--- config.mk ---
export PLATFORM = sky130hd
export DESIGN_NAME = shift_chain
export DESIGN_NICKNAME = d
export VERILOG_FILES = /design/src/rtl/shift_chain.sv
export SDC_FILE = /design/constraint.sdc
export NUM_CORES = 1
export LEC_CHECK = 0
export CAP_MARGIN = 20
export CORE_MARGIN = 4
export CORE_UTILIZATION = 45
export CTS_CLUSTER_DIAMETER = 150
export DETAILED_ROUTE_END_ITERATION = 7
export PLACE_DENSITY = 0.77
export REMOVE_ABC_BUFFERS = 1
export SKIP_CTS_REPAIR_TIMING = 1
export SLEW_MARGIN = 20
export SYNTH_ARGS = -nofsm -noshare
export SYNTH_HDL_FRONTEND = slang
export SYNTH_SLANG_ARGS = --single-unit
--- constraint.sdc ---
create_clock -name clk -period 2.21 [get_ports clk]
set_input_delay 0.442 -clock clk [delete_from_list [all_inputs] [get_ports clk]]
set_output_delay 0.442 -clock clk [all_outputs]
set_load 0.03 [all_outputs]
--- src/rtl/shift_chain.sv ---
// Parametrised scan/shift chain: parallel load, manual single-step shift and an
// automatic WIDTH-step shift-out run with start/busy/done handshake.
module shift_chain #(
   parameter int unsigned       WIDTH     = 8,
   parameter logic [WIDTH-1:0]  RST_VAL   = {WIDTH{1'b1}},
   parameter bit                MSB_FIRST = 1'b1
) (
   input  logic             clk,
   input  logic             rst,
   input  logic [WIDTH-1:0] par_in,
   input  logic             load,
   input  logic             shift,
   input  logic             s_in,
   input  logic             start,
   output logic [WIDTH-1:0] par_out,
   output logic             s_out,
   output logic             busy,
   output logic             done
);

   localparam int unsigned CNT_W = $clog2(WIDTH + 1);

   typedef enum logic {
      IDLE = 1'b0,
      RUN  = 1'b1
   } state_e;

   state_e             state_q, state_d;
   logic [CNT_W-1:0]   count_q, count_d;
   logic [WIDTH-1:0]   reg_q, reg_d;
   logic               busy_q, busy_d;
   logic               done_q, done_d;
   logic [WIDTH-1:0]   shifted;

   // Register contents after one shift step in the configured direction.
   generate
      if (WIDTH == 1) begin : g_w1
         assign shifted = s_in;
      end else if (MSB_FIRST) begin : g_msb
         assign shifted = {reg_q[WIDTH-2:0], s_in};
      end else begin : g_lsb
         assign shifted = {s_in, reg_q[WIDTH-1:1]};
      end
   endgenerate

   // Serial output is the bit that leaves on the next shift edge.
   generate
      if (MSB_FIRST) begin : g_sout_msb
         assign s_out = reg_q[WIDTH-1];
      end else begin : g_sout_lsb
         assign s_out = reg_q[0];
      end
   endgenerate

   always_ff @(posedge clk or posedge rst) begin
      if (rst) begin
         state_q <= IDLE;
         count_q <= '0;
         reg_q   <= RST_VAL;
         busy_q  <= 1'b0;
         done_q  <= 1'b0;
      end else begin
         state_q <= state_d;
         count_q <= count_d;
         reg_q   <= reg_d;
         busy_q  <= busy_d;
         done_q  <= done_d;
      end
   end

   // IDLE: load > start > shift > hold. RUN ignores all requests until the last step.
   always_comb begin
      state_d = state_q;
      count_d = count_q;
      reg_d   = reg_q;
      busy_d  = busy_q;
      done_d  = 1'b0;
      case (state_q)
         IDLE: begin
            if (load) begin
               reg_d = par_in;
            end else if (start) begin
               state_d = RUN;
               count_d = CNT_W'(WIDTH);
               busy_d  = 1'b1;
            end else if (shift) begin
               reg_d = shifted;
            end
         end
         RUN: begin
            reg_d   = shifted;
            count_d = count_q - CNT_W'(1);
            if (count_q == CNT_W'(1)) begin
               state_d = IDLE;
               busy_d  = 1'b0;
               done_d  = 1'b1;
            end
         end
         default: begin
            state_d = IDLE;
            busy_d  = 1'b0;
         end
      endcase
   end

   assign par_out = reg_q;
   assign busy    = busy_q;
   assign done    = done_q;

endmodule

==> results.ini, run 1 <==
[sta]
final_hold_viol_count=0
period_share=0.885
tns_ps=0
maxSlewViolCount=0
maxSlewHeadroom=0.639
rsz0062_at_grt=false
fmax_mhz=511
finalSetupViolCount=0
clock_skew_ps=6.77
fin_ws_ps=255
fin_crit_ps=1960
worstMarginPinSlew_ps=541

[clocking]
cts_buffer_depth=2
clkLatencyLatePin_ps=280
cts.sink_count=15
cts_tree=built
cts_max_level=1
cts_buffers=3
clk_pin_slew_ps=90
cts_root_buffer=clkbuf_4

[critical_path]
timing.rr.start=state_q
start_kind=register
cp-startpoint=par_out[6]
cpPeakStageDelay_ps=670
arrival_ps=1510
cp.required_ps=1770
cp_max_fo=3
crit_path_top_delay_cell=clkdlybuf4s50_1
r2r_slack_ps=810
endpoint_kind=primary output
crit_chain=clkdlybuf4s50_1
reg2reg_to=par_out[5]
cp_top_family=buffers and inverters
r2r_cells=4
cp_num_buf_inv=1
path_class=register to primary output

[detailed_routing]
drtAntennaViolNets=0
initialDrtViolationCount=6
routed_wl_um=1470
viasPerCell=4.79
first_pass_iters=5
wl_per_cell_um=12.9
route.detailed.drc=0
vias=546

[worst_hold_path]
hp-class=input port to asynchronous set/reset pin

[pwr]
clkPwrFrac=0.095
vdd_drop_max_uv=617
leakage_nw=0.499
cellPowerDensity_nw_per_um2=1450
switching_share=0.377
p_int_w=0.00100
switching_power_w=0.000606
power_frac_seq=0.359
p_comb_frac=0.546

[logic_synthesis]
synth_area_um2=818
synthArstFlopShare=1.00
synth-edff-count=0
synthMuxAreaShare=0.306
synth.yosys.warnings=0
synth.avg_cell_area_um2=13.2
synth.distinct_cells=20
seq_area_frac_synth=0.471
synth_fa_ha_area_frac=0.0306
synth_compound_area_frac=0.0642
synth_top_family_by_area=multiplexers
synthCells=62
synth-simple-area-share=0.0826
synth_ff_type=dfstp_2
synth_xor_area_frac=0
yosys_register_bits=15

[layout]
finish.utilization=0.641
antenna_cells=0
layout-drive-gt1-share=0.337
area_growth_syn_to_layout_pct=35.2
nets=106
fin_cells=114

[floorplanning]
initial_utilization=0.474
die_y_um=50.6
die-area_um2=2560
die_width_um=50.6
io-pin-count=25
core-area_um2=1730
rows=15

[place]
numPortBuffers=24
place_inst=110
gp_congestion=0.713
place_ws_ps=302
dp_hpwl_um=1160

[run_status]
status=completed

[run]
drv_cap=0

[grt]
grt_antenna_before_repair=0
grt_overflow=0
grt_pass1_wl_um=2500
grt_max_degree=16
grt_pass1_vias=562
grt_usage=0.136

Yosys cell counts (2+ instances only):
cell type	count	area (µm²)
mux2_4	16	240
dfstp_2	8	210
dfrtp_1	7	175
inv_1	5	18.8
nor2_1	4	15.0
a21oi_1	2	10.0
ha_1	2	25.0
nand2_1	2	7.51
nand3_1	2	10.0
nor2b_1	2	12.5
nor3_1	2	10.0
o21ai_0	2	10.0
per-stage QoR:
step	area, µm²	hold WS (ps)	total power [W]
final	1110	493	0.00161
after global routing	1110	523	0.00171
after CTS	1110	499	0.00162
after detailed placement	1080	478	0.00146
after global placement	1080	476	0.00143
after floorplan	800	338	0.00118
registers in the layout (all words and copies together), names as in the netlist:
signal and flops:
done 1, count_q 4, busy 1, par_out 8, state_q 1
routing by layer:
layer | track usage | up-vias | routed length [µm]
met5 | 0 | - | 0
met3 | 0.0386 | 4 | 71
met4 | 0.0807 | 0 | 31
met1 | 0.153 | 261 | 668
met2 | 0.226 | 16 | 694
li1 | - | 265 | -
cell type report:
class                      count  area, µm²
sequential                    15        385
clock inverter                 1       5.00
multi-input combinational     40        395
timing repair buffer          25        248
tap                           25       31.3
clock buffer                   3       22.5
inverter                       5       18.8
fill                         142        621
worst max-delay path by stage:
| stage | endpoint | depth (start not counted) |
|---|---|---|
| after floorplan | par_out[7] | 3 |
| after global placement | par_out[5] | 5 |
| after detailed placement | par_out[7] | 5 |
| after CTS | par_out[7] | 1 |
| after global routing | s_out | 1 |
| final | par_out[6] | 1 |
cell families after synthesis:
kind of cell / after synthesis
multiplexers: 17
buffers and inverters: 7
adder cells (fa/ha/maj): 2
AND/OR/NAND/NOR: 14
flip-flops: 15
AO/OA/AOI/OAI: 7
power groups by stage:
stage	logic [W]	registers (W)	clock network [W]
after floorplan	0.000427	0.000750	0
after global placement	0.000861	0.000571	0
after detailed placement	0.000882	0.000582	0
after CTS	0.000885	0.000577	0.000162
after global routing	0.000931	0.000600	0.000182
final	0.000876	0.000576	0.000153
cells in the final DEF, fill, tap and decap left out:
master           count
o21ai_0              2
dfrtp_1              7
mux2i_1              1
dfstp_2              8
o41ai_1              1
ha_1                 2
nor2b_1              2
o21ai_4              1
clkinv_2             1
buf_4                1
o31ai_1              1
nand2_1              2
nor3_1               2
clkbuf_4             3
a21oi_1              2
mux2_4              16
nand2b_1             1
clkdlybuf4s50_1     24
and2_1               1
nor2_1               4
inv_1                5
nand3_1              2
worst reg2reg max path, delay by kind of cell (launching register included):
family	cells	cell delay (ps)
AND/OR/NAND/NOR	1	130
flip-flops	1	440
multiplexers	2	570
buffers and inverters	1	200
No activity file was read; power rests on OpenSTA's default activity.
==> run 2, diff against run 1 <==
Settings changed: CORE_MARGIN 4 to not set, CTS_CLUSTER_DIAMETER 150 to 200.
==> run 2 against run 1 <==
Clock skew grew 3.8 ps. Core utilization is 0.63 points higher. Cell count unchanged. Global-route usage up 2.2 points. Critical endpoint is now par_out[1]. Clock-buffer cell count is 1 higher. Sequential share of layout area about the same. Via count shrank 1.8%. Total power shrank 0.86%.
==> results.ini, run 2 (synthesized netlist as in run 1, its figures left out) <==
[critical_path]
r2r_slack_ps=790
cp_max_fo=3
cp.required_ps=1770
endpoint_kind=primary output
cpPeakStageDelay_ps=660
crit_chain=clkdlybuf4s50_1
cp_num_buf_inv=1
start_kind=register
path_class=register to primary output
arrival_ps=1490
cp_top_family=buffers and inverters
crit_path_top_delay_cell=clkdlybuf4s50_1

[clocking]
cts_root_buffer=clkbuf_4
clkLatencyLatePin_ps=270
cts_max_level=1
cts.sink_count=15
cts_tree=built
cts_buffer_depth=2
cts_buffers=3
clk_pin_slew_ps=90

[floorplanning]
rows=15
io-pin-count=25
core-area_um2=1710
die_width_um=44.6
initial_utilization=0.479
die-area_um2=1990
die_y_um=44.6

[layout]
largest_reg_flops=8
nFillCells=147
final_cell_mix=24 x clkdlybuf4s50_1, 16 x mux2_4, 8 x dfstp_2
layout_commonest_cell=clkdlybuf4s50_1
nets=106
antenna_cells=0
layout-drive-gt1-share=0.326
area_growth_syn_to_layout_pct=35.0

[detailed_routing]
wl_per_cell_um=12.2
initialDrtViolationCount=1
vias=536
drtAntennaViolNets=0
routed_wl_um=1390
first_pass_iters=2
viasPerCell=4.70
route.detailed.drc=0

[sta]
finalSetupViolCount=0
maxSlewViolCount=0
clock_skew_ps=10.5
fmax_mhz=517
worstMarginPinSlew_ps=571
maxSlewHeadroom=0.619
fin_crit_ps=1940
period_share=0.876
final_hold_viol_count=0
rsz0062_at_grt=false
tns_ps=0

[grt]
grt_max_degree=16
grt_pass1_vias=516
grt_overflow=0
grt_usage=0.158
grt_antenna_before_repair=0
grt_pass1_wl_um=2350

[pwr]
power.total_w=0.00159
vdd_drop_max_uv=702
leakage_nw=0.496
cellPowerDensity_nw_per_um2=1440

[place]
dp_hpwl_um=1080
numPortBuffers=24
gp_congestion=0.686

[run_status]
status=completed

[worst_hold_path]
hp-class=register to register

[run]
drv_cap=0

==> run 2: cell count changes in the layout (fill, tap and decap cells not counted), sizes merged <==
cell	delta
clkbuf	+1
clkinv	-1
==> run 2: final cells by class <==
cell class                      instances  area (µm²)  share of cell area
Timing Repair Buffer                   25         248               0.224
Clock buffer                            4        26.3              0.0238
Multi-Input combinational cell         40         395               0.358
Tap cell                               25        31.3              0.0283
Inverter                                5        18.8              0.0170
Sequential cell                        15         385               0.349
==> run 2: power breakdown <==
part / internal (W) / total (W) / switching (W)
registers: 0.000457 / 0.000569 / 0.000112
logic: 0.000474 / 0.000870 / 0.000396
clock network: 0.0000697 / 0.000152 / 0.0000827
==> run 2: worst paths after layout <==
check                      startpoint         end  cells past startpoint
max in group asynchronous         rst  par_out[5]                      2
max reg2reg                   state_q  par_out[6]                      4
min reg2reg                count_q[3]        done                      1
min                        count_q[3]        done                      1
min in group asynchronous         rst  count_q[2]                      2
max                        par_out[1]  par_out[1]                      1
==> run 2: through the flow <==
| stage | cell area, µm² | worst slack, ps | std cells | hold slack, ps | util |
|---|---|---|---|---|---|
| detailed placement | 1080 | 294 | 110 | 478 | 0.632 |
| CTS | 1100 | 270 | 114 | 496 | 0.647 |
| global route | 1100 | 235 | 114 | 513 | 0.647 |
| floorplan | 800 | 471 | 60 | 338 | - |
| finish | 1100 | 274 | 114 | 486 | 0.647 |
| global placement | 1080 | 302 | 110 | 470 | 0.632 |
==> run 2: routing by layer <==
| metal | up-vias | share of wire | wire, µm | GRT usage |
|---|---|---|---|---|
| met5 | - | 0 | 0 | 0 |
| met4 | 0 | 0 | 0 | 0 |
| met3 | 0 | 0.046 | 64 | 0.0245 |
| met2 | 14 | 0.49 | 674 | 0.268 |
| met1 | 255 | 0.47 | 648 | 0.229 |
| li1 | 267 | - | - | - |
